File: config.mk
export PLATFORM = sky130hd
export DESIGN_NAME = slot_tracker_flat
export DESIGN_NICKNAME = d
export VERILOG_FILES = /design/src/rtl/slot_tracker_if.sv /design/src/rtl/slot_tracker.sv /design/src/flat_wrapper.sv
export SDC_FILE = /design/constraint.sdc
export NUM_CORES = 1
export LEC_CHECK = 0
export CAP_MARGIN = 0
export CORE_AREA = 10 10 121 123
export CTS_BUF_LIST = sky130_fd_sc_hd__clkbuf_4
export DETAILED_ROUTE_END_ITERATION = 7
export DIE_AREA = 0 0 131 133
export HOLD_SLACK_MARGIN = 0.02
export PLACE_DENSITY = 0.77
export SLEW_MARGIN = 20
export SYNTH_ARGS = -nofsm -noshare
export SYNTH_HDL_FRONTEND = slang
export SYNTH_SLANG_ARGS = --single-unit
export TNS_END_PERCENT = 30
File: constraint.sdc
create_clock -name clk -period 4.45 [get_ports clk]
set_clock_uncertainty 0.05 [all_clocks]
set_input_delay 0.6675 -clock clk [delete_from_list [all_inputs] [get_ports clk]]
set_output_delay 0.6675 -clock clk [all_outputs]
set_load 0.1 [all_outputs]
File: src/rtl/slot_tracker_if.sv
// Allocation / completion / retirement bundle for slot_tracker.
// The master side is the AW/B front end and retirement consumer; slave is the tracker.
interface slot_tracker_if #(
    parameter int SLOT_AMOUNT = 16,
    parameter int ID_W        = 4,
    parameter int TYPE_W      = 2
);
    localparam int IDX_W = $clog2(SLOT_AMOUNT);

    logic              alloc_valid;
    logic              alloc_ready;
    logic [ID_W-1:0]   alloc_id;
    logic [TYPE_W-1:0] alloc_type;
    logic [IDX_W-1:0]  alloc_index;
    logic [TYPE_W-1:0] alloc_state;
    logic              done_valid;
    logic [IDX_W-1:0]  done_index;
    logic              done_err;
    logic              ret_valid;
    logic              ret_ready;
    logic [ID_W-1:0]   ret_id;
    logic [TYPE_W-1:0] ret_type;
    logic [IDX_W:0]    count;
    logic              empty;
    logic              full;

    modport master (
        output alloc_valid, alloc_id, alloc_type, done_valid, done_index, ret_ready,
        input  alloc_ready, alloc_index, alloc_state, done_err, ret_valid, ret_id,
               ret_type, count, empty, full
    );

    modport slave (
        input  alloc_valid, alloc_id, alloc_type, done_valid, done_index, ret_ready,
        output alloc_ready, alloc_index, alloc_state, done_err, ret_valid, ret_id,
               ret_type, count, empty, full
    );
endinterface

File: src/rtl/slot_tracker.sv
// Circular table of outstanding AXI write transactions: allocate at tail, mark done by index,
// retire in order from head. Optional statistics (hwm, block_cnt) under SLOT_TRACKER_STATS_EN.
module slot_tracker #(
    parameter  int SLOT_AMOUNT = 16,
    parameter  int ID_W        = 4,
    parameter  int TYPE_W      = 2,
    localparam int IDX_W       = $clog2(SLOT_AMOUNT)
) (
    input  logic           clk,
    input  logic           rst,
`ifdef SLOT_TRACKER_STATS_EN
    output logic [IDX_W:0] hwm,
    output logic [15:0]    block_cnt,
`endif
    slot_tracker_if.slave  bus
);
    localparam logic [TYPE_W-1:0] TYPE_BLOCK = TYPE_W'(1);

    logic [SLOT_AMOUNT-1:0] r_valid;
    logic [SLOT_AMOUNT-1:0] r_done;
    logic [ID_W-1:0]        r_id   [SLOT_AMOUNT];
    logic [TYPE_W-1:0]      r_type [SLOT_AMOUNT];
    logic [IDX_W-1:0]       r_head;
    logic [IDX_W-1:0]       r_tail;
    logic [IDX_W:0]         r_count;
    logic                   r_done_err;

    logic                   w_hazard;
    logic [TYPE_W-1:0]      w_alloc_state;
    logic                   w_full;
    logic                   w_alloc_fire;
    logic                   w_ret_valid;
    logic                   w_ret_fire;
    logic                   w_done_ok;
    logic [IDX_W:0]         w_count_next;

    // Same-ID hazard looks only at registered slots, so this cycle's allocation never matches itself.
    always_comb begin
        w_hazard = 1'b0;
        for (int i = 0; i < SLOT_AMOUNT; i++) begin
            if (r_valid[i] && !r_done[i] && (r_id[i] == bus.alloc_id)) w_hazard = 1'b1;
        end
        w_alloc_state = w_hazard ? TYPE_BLOCK : bus.alloc_type;
    end

    assign w_full       = (r_count == (IDX_W+1)'(SLOT_AMOUNT));
    assign w_alloc_fire = bus.alloc_valid && !w_full;
    assign w_ret_valid  = r_valid[r_head] && r_done[r_head];
    assign w_ret_fire   = w_ret_valid && bus.ret_ready;
    assign w_done_ok    = r_valid[bus.done_index] && !r_done[bus.done_index];
    assign w_count_next = r_count + (IDX_W+1)'(w_alloc_fire) - (IDX_W+1)'(w_ret_fire);

    // Control state; later assignments win, but alloc/done/retire never target the same slot bit.
    always_ff @(posedge clk) begin
        if (rst) begin
            r_valid    <= '0;
            r_done     <= '0;
            r_head     <= '0;
            r_tail     <= '0;
            r_count    <= '0;
            r_done_err <= 1'b0;
        end else begin
            r_done_err <= bus.done_valid && !w_done_ok;
            if (bus.done_valid && w_done_ok) r_done[bus.done_index] <= 1'b1;
            if (w_alloc_fire) begin
                r_valid[r_tail] <= 1'b1;
                r_done[r_tail]  <= 1'b0;
                r_tail          <= r_tail + IDX_W'(1);
            end
            if (w_ret_fire) begin
                r_valid[r_head] <= 1'b0;
                r_done[r_head]  <= 1'b0;
                r_head          <= r_head + IDX_W'(1);
            end
            r_count <= w_count_next;
        end
    end

    // NOTE: payload storage has no reset; its contents are qualified by r_valid everywhere.
    always_ff @(posedge clk) begin
        if (w_alloc_fire) begin
            r_id[r_tail]   <= bus.alloc_id;
            r_type[r_tail] <= w_alloc_state;
        end
    end

`ifdef SLOT_TRACKER_STATS_EN
    logic [IDX_W:0] r_hwm;
    logic [15:0]    r_block_cnt;

    always_ff @(posedge clk) begin
        if (rst) begin
            r_hwm       <= '0;
            r_block_cnt <= '0;
        end else begin
            if (w_count_next > r_hwm) r_hwm <= w_count_next;
            if (w_alloc_fire && (w_alloc_state == TYPE_BLOCK) && (r_block_cnt != 16'hFFFF))
                r_block_cnt <= r_block_cnt + 16'd1;
        end
    end

    assign hwm       = r_hwm;
    assign block_cnt = r_block_cnt;
`endif

    assign bus.alloc_ready = !w_full;
    assign bus.alloc_index = r_tail;
    assign bus.alloc_state = w_alloc_state;
    assign bus.done_err    = r_done_err;
    assign bus.ret_valid   = w_ret_valid;
    assign bus.ret_id      = r_id[r_head];
    assign bus.ret_type    = r_type[r_head];
    assign bus.count       = r_count;
    assign bus.empty       = (r_count == '0);
    assign bus.full        = w_full;
endmodule

File: src/flat_wrapper.sv
// flat-port wrapper written by rule: the top's interface ports become plain ports
module slot_tracker_flat 
#(
    parameter  int SLOT_AMOUNT = 16,
    parameter  int ID_W        = 4,
    parameter  int TYPE_W      = 2,
    localparam int IDX_W       = $clog2(SLOT_AMOUNT)
)
  (clk, rst, bus_alloc_valid, bus_alloc_id, bus_alloc_type, bus_done_valid, bus_done_index, bus_ret_ready, bus_alloc_ready, bus_alloc_index, bus_alloc_state, bus_done_err, bus_ret_valid, bus_ret_id, bus_ret_type, bus_count, bus_empty, bus_full);
  slot_tracker_if #(.SLOT_AMOUNT(SLOT_AMOUNT), .ID_W(ID_W), .TYPE_W(TYPE_W)) bus_i ();
  input  logic clk;
  input  logic rst;
  input wire logic [$bits(bus_i.alloc_valid)-1:0] bus_alloc_valid;
  input wire logic [$bits(bus_i.alloc_id)-1:0] bus_alloc_id;
  input wire logic [$bits(bus_i.alloc_type)-1:0] bus_alloc_type;
  input wire logic [$bits(bus_i.done_valid)-1:0] bus_done_valid;
  input wire logic [$bits(bus_i.done_index)-1:0] bus_done_index;
  input wire logic [$bits(bus_i.ret_ready)-1:0] bus_ret_ready;
  output wire logic [$bits(bus_i.alloc_ready)-1:0] bus_alloc_ready;
  output wire logic [$bits(bus_i.alloc_index)-1:0] bus_alloc_index;
  output wire logic [$bits(bus_i.alloc_state)-1:0] bus_alloc_state;
  output wire logic [$bits(bus_i.done_err)-1:0] bus_done_err;
  output wire logic [$bits(bus_i.ret_valid)-1:0] bus_ret_valid;
  output wire logic [$bits(bus_i.ret_id)-1:0] bus_ret_id;
  output wire logic [$bits(bus_i.ret_type)-1:0] bus_ret_type;
  output wire logic [$bits(bus_i.count)-1:0] bus_count;
  output wire logic [$bits(bus_i.empty)-1:0] bus_empty;
  output wire logic [$bits(bus_i.full)-1:0] bus_full;
  assign bus_i.alloc_valid = bus_alloc_valid;
  assign bus_i.alloc_id = bus_alloc_id;
  assign bus_i.alloc_type = bus_alloc_type;
  assign bus_i.done_valid = bus_done_valid;
  assign bus_i.done_index = bus_done_index;
  assign bus_i.ret_ready = bus_ret_ready;
  assign bus_alloc_ready = bus_i.alloc_ready;
  assign bus_alloc_index = bus_i.alloc_index;
  assign bus_alloc_state = bus_i.alloc_state;
  assign bus_done_err = bus_i.done_err;
  assign bus_ret_valid = bus_i.ret_valid;
  assign bus_ret_id = bus_i.ret_id;
  assign bus_ret_type = bus_i.ret_type;
  assign bus_count = bus_i.count;
  assign bus_empty = bus_i.empty;
  assign bus_full = bus_i.full;
  slot_tracker #(.SLOT_AMOUNT(SLOT_AMOUNT), .ID_W(ID_W), .TYPE_W(TYPE_W)) u_core (.clk(clk), .rst(rst), .bus(bus_i));
endmodule
==> results.yml <==
die:
  num_rows: 41
  die_area_um2: 17420
  core_um2: 12360
  die_h_um: 133
  die_width_um: 131
  start_util: 0.5858
  design.portCount: 37
grt:
  grt_usage: 0.2071
  grt_max_degree: 33
  grt_pass1_wl_um: 27240
  grt_remaining_overflow: 0
  globalRouteMet2Util: 0.3244
  met1_usage: 0.2694
  busiest_layer: "met2"
  grt_pass1_vias: 4978
  gr-usage-met3: 0.05513
  antenna_found_initial: 0
setup_path:
  crit_start: "bus_alloc_id[3]"
  timing.rr.start: "u_core.r_head[1]"
  critPathMaxFanout: 32
  endpoint_kind: "primary output"
  critPathKind: "primary input to primary output"
  cp.arrival_ns: 3.06
  cp-start-kind: "primary input"
  required_ns: 3.73
placed_design:
  dp_hpwl_um: 12890
  routabilityCongestion: 0.9607
  post_dp_cell_area_um2: 7766
  io_buffer_count: 36
  pre_cts_ws_ns: 0.6721
synth:
  synth_fp_nets: 599
  async_flop_share: 0
  ys_ff_latch: 146
  synth_top_area_frac: 0.3981
  synth_warnings: 0
  synth_cell_types: 47
  synth_top_area_cell: "edfxtp_1"
  synth_ff_type: "edfxtp_1"
  synthesis.area_um2: 7242
  avgSynthCellArea_um2: 12.73
  synth_area_leaders: "edfxtp_1, dfxtp_1, mux4_2"
  synth_seq_area_share: 0.5363
  synth_edf_count: 96
  synthCells: 569
power:
  power_mw: 3.050
  p_leak_nw: 2.612
  power_density_nw_per_um2: 379.5
  ir_drop_mv: 0.5500
timing:
  min_period_ns: 3.779
  fmax_mhz: 264.7
  setup_slack_ns: 0.6714
  rsz0062_at_grt: "no"
  period_share: 0.8491
  worst_pin_slew_ns: 0.9970
  hold_viol: 0
  drv_slew: 0
  slew_headroom: 0.3333
  finalSetupViolCount: 0
  setup_tns_ns: 0
min_path:
  hold_class: "flip-flop to flip-flop"
  min_from: "u_core.r_valid[14]"
finish:
  drive_above_1_share: 0.1588
  layout_common_cells: "edfxtp_1, dfxtp_1, xor2_1"
  nets: 634
  fin_area_um2: 8036
  area_growth_pct: 10.97
  final_util: 0.6500
  final_common_cell: "edfxtp_1"
  antenna_cells: 0
clock_tree:
  cts_buffers: 17
  cts_setup_buffers: 0
  post_cts_resized: 0
  cts_tree: "yes"
  cts_num_sinks: 146
  cts_hold_buffers: 0
  h-tree-depth: 4
  worstSkewPairLatency_ns: 0.56
  root_buffer: "clkbuf_4"
  clock_path_buffers: 2
  path_clk_slew_ns: 0.12
run:
  max_cap_viol_count: 0
detailed_routing:
  totalWireLength_um: 17440
  wl_per_cell_um: 22.10
  drt-initial-drc-count: 691
  routed_via_density: 6.161
  postRouteAntennaNets: 0
  num_vias: 4861
  drtPass1Iterations: 7
  drc: 0
run_status:
  status: "complete, no violations"
-- per-layer routing --
layer  up-vias  routed length (um)
met2       208                8480
met5         -                   0
li1       2202                   -
met3        35                1295
met1      2416                7257
met4         0                 406
-- stage by stage --
step | cells | hold WS, ns
after floorplan | 569 | 0.4047
after global placement | 757 | 0.4159
after detailed placement | 757 | 0.4271
after CTS | 789 | 0.4451
after global routing | 789 | 0.4869
final | 789 | 0.4443
-- report_power, final --
| group | total (mW) | internal, mW | switching (mW) |
|---|---|---|---|
| logic | 0.710 | 0.205 | 0.505 |
| registers | 1.53 | 1.49 | 0.0392 |
| clock network | 0.808 | 0.353 | 0.455 |
-- flip-flops by register name, indices dropped and copies added, names as in the netlist, named ones only --
register,count
u_core.r_valid,16
u_core.r_done,16
u_core.r_head,4
u_core.bus.count,5
u_core.bus.alloc_index,4
u_core.bus.done_err,1
u_core.r_type,32
u_core.r_id,64
-- layout make-up --
class,count,area [um^2]
clock inverter,11,112.6
fill,895,4327
tap,172,215.2
sequential,146,3884
multi-input combinational,368,3124
timing repair buffer,49,460.4
clock buffer,21,157.7
inverter,22,82.58
-- worst paths after layout --
| kind | cells past startpoint | end | slack (ns) |
|---|---|---|---|
| setup reg to reg | 14 | u_core.bus.count[4] | 0.77 |
| hold / removal | 2 | u_core.r_valid[14] | 0.44 |
| setup / recovery | 9 | bus_alloc_state[1] | 0.67 |
| hold reg to reg | 2 | u_core.r_valid[14] | 0.44 |
-- critical path: stages --
cell             delay (ns)
clkdlybuf4s50_1        0.46
buf_4                  0.36
xor2_1                 0.25
nor3_1                 0.09
nand4b_1               0.11
nand4_1                0.08
nor4_1                 0.52
and2_1                 0.31
buf_12                 0.20
-- synth_stat cells, drive strengths merged, types with 5 or more instances --
cell type	number
inv	22
xnor2	27
nand3	10
ha	14
nand2b	8
nor2b	10
a211oi	13
a31oi	8
dfxtp	50
nand4b	5
buf	16
clkbuf	17
a2111oi	13
nor3	18
nor3b	10
nor2	36
mux4	37
xor2	44
and2	10
o21a	6
o21ai	9
nand4	12
a21oi	34
edfxtp	96
nand2	28
-- cells by family after synthesis --
kind of cell	after synthesis	share of synthesized area
AOI/OAI and AO/OA	88	0.08466
xor gates and xnor gates	71	0.08690
adders and majority gates	15	0.02695
buffers and inverters	55	0.03317
DFF	146	0.5363
muxes	39	0.1189
and+or+nand+nor	155	0.1132
(Power assumes the default switching activity.)
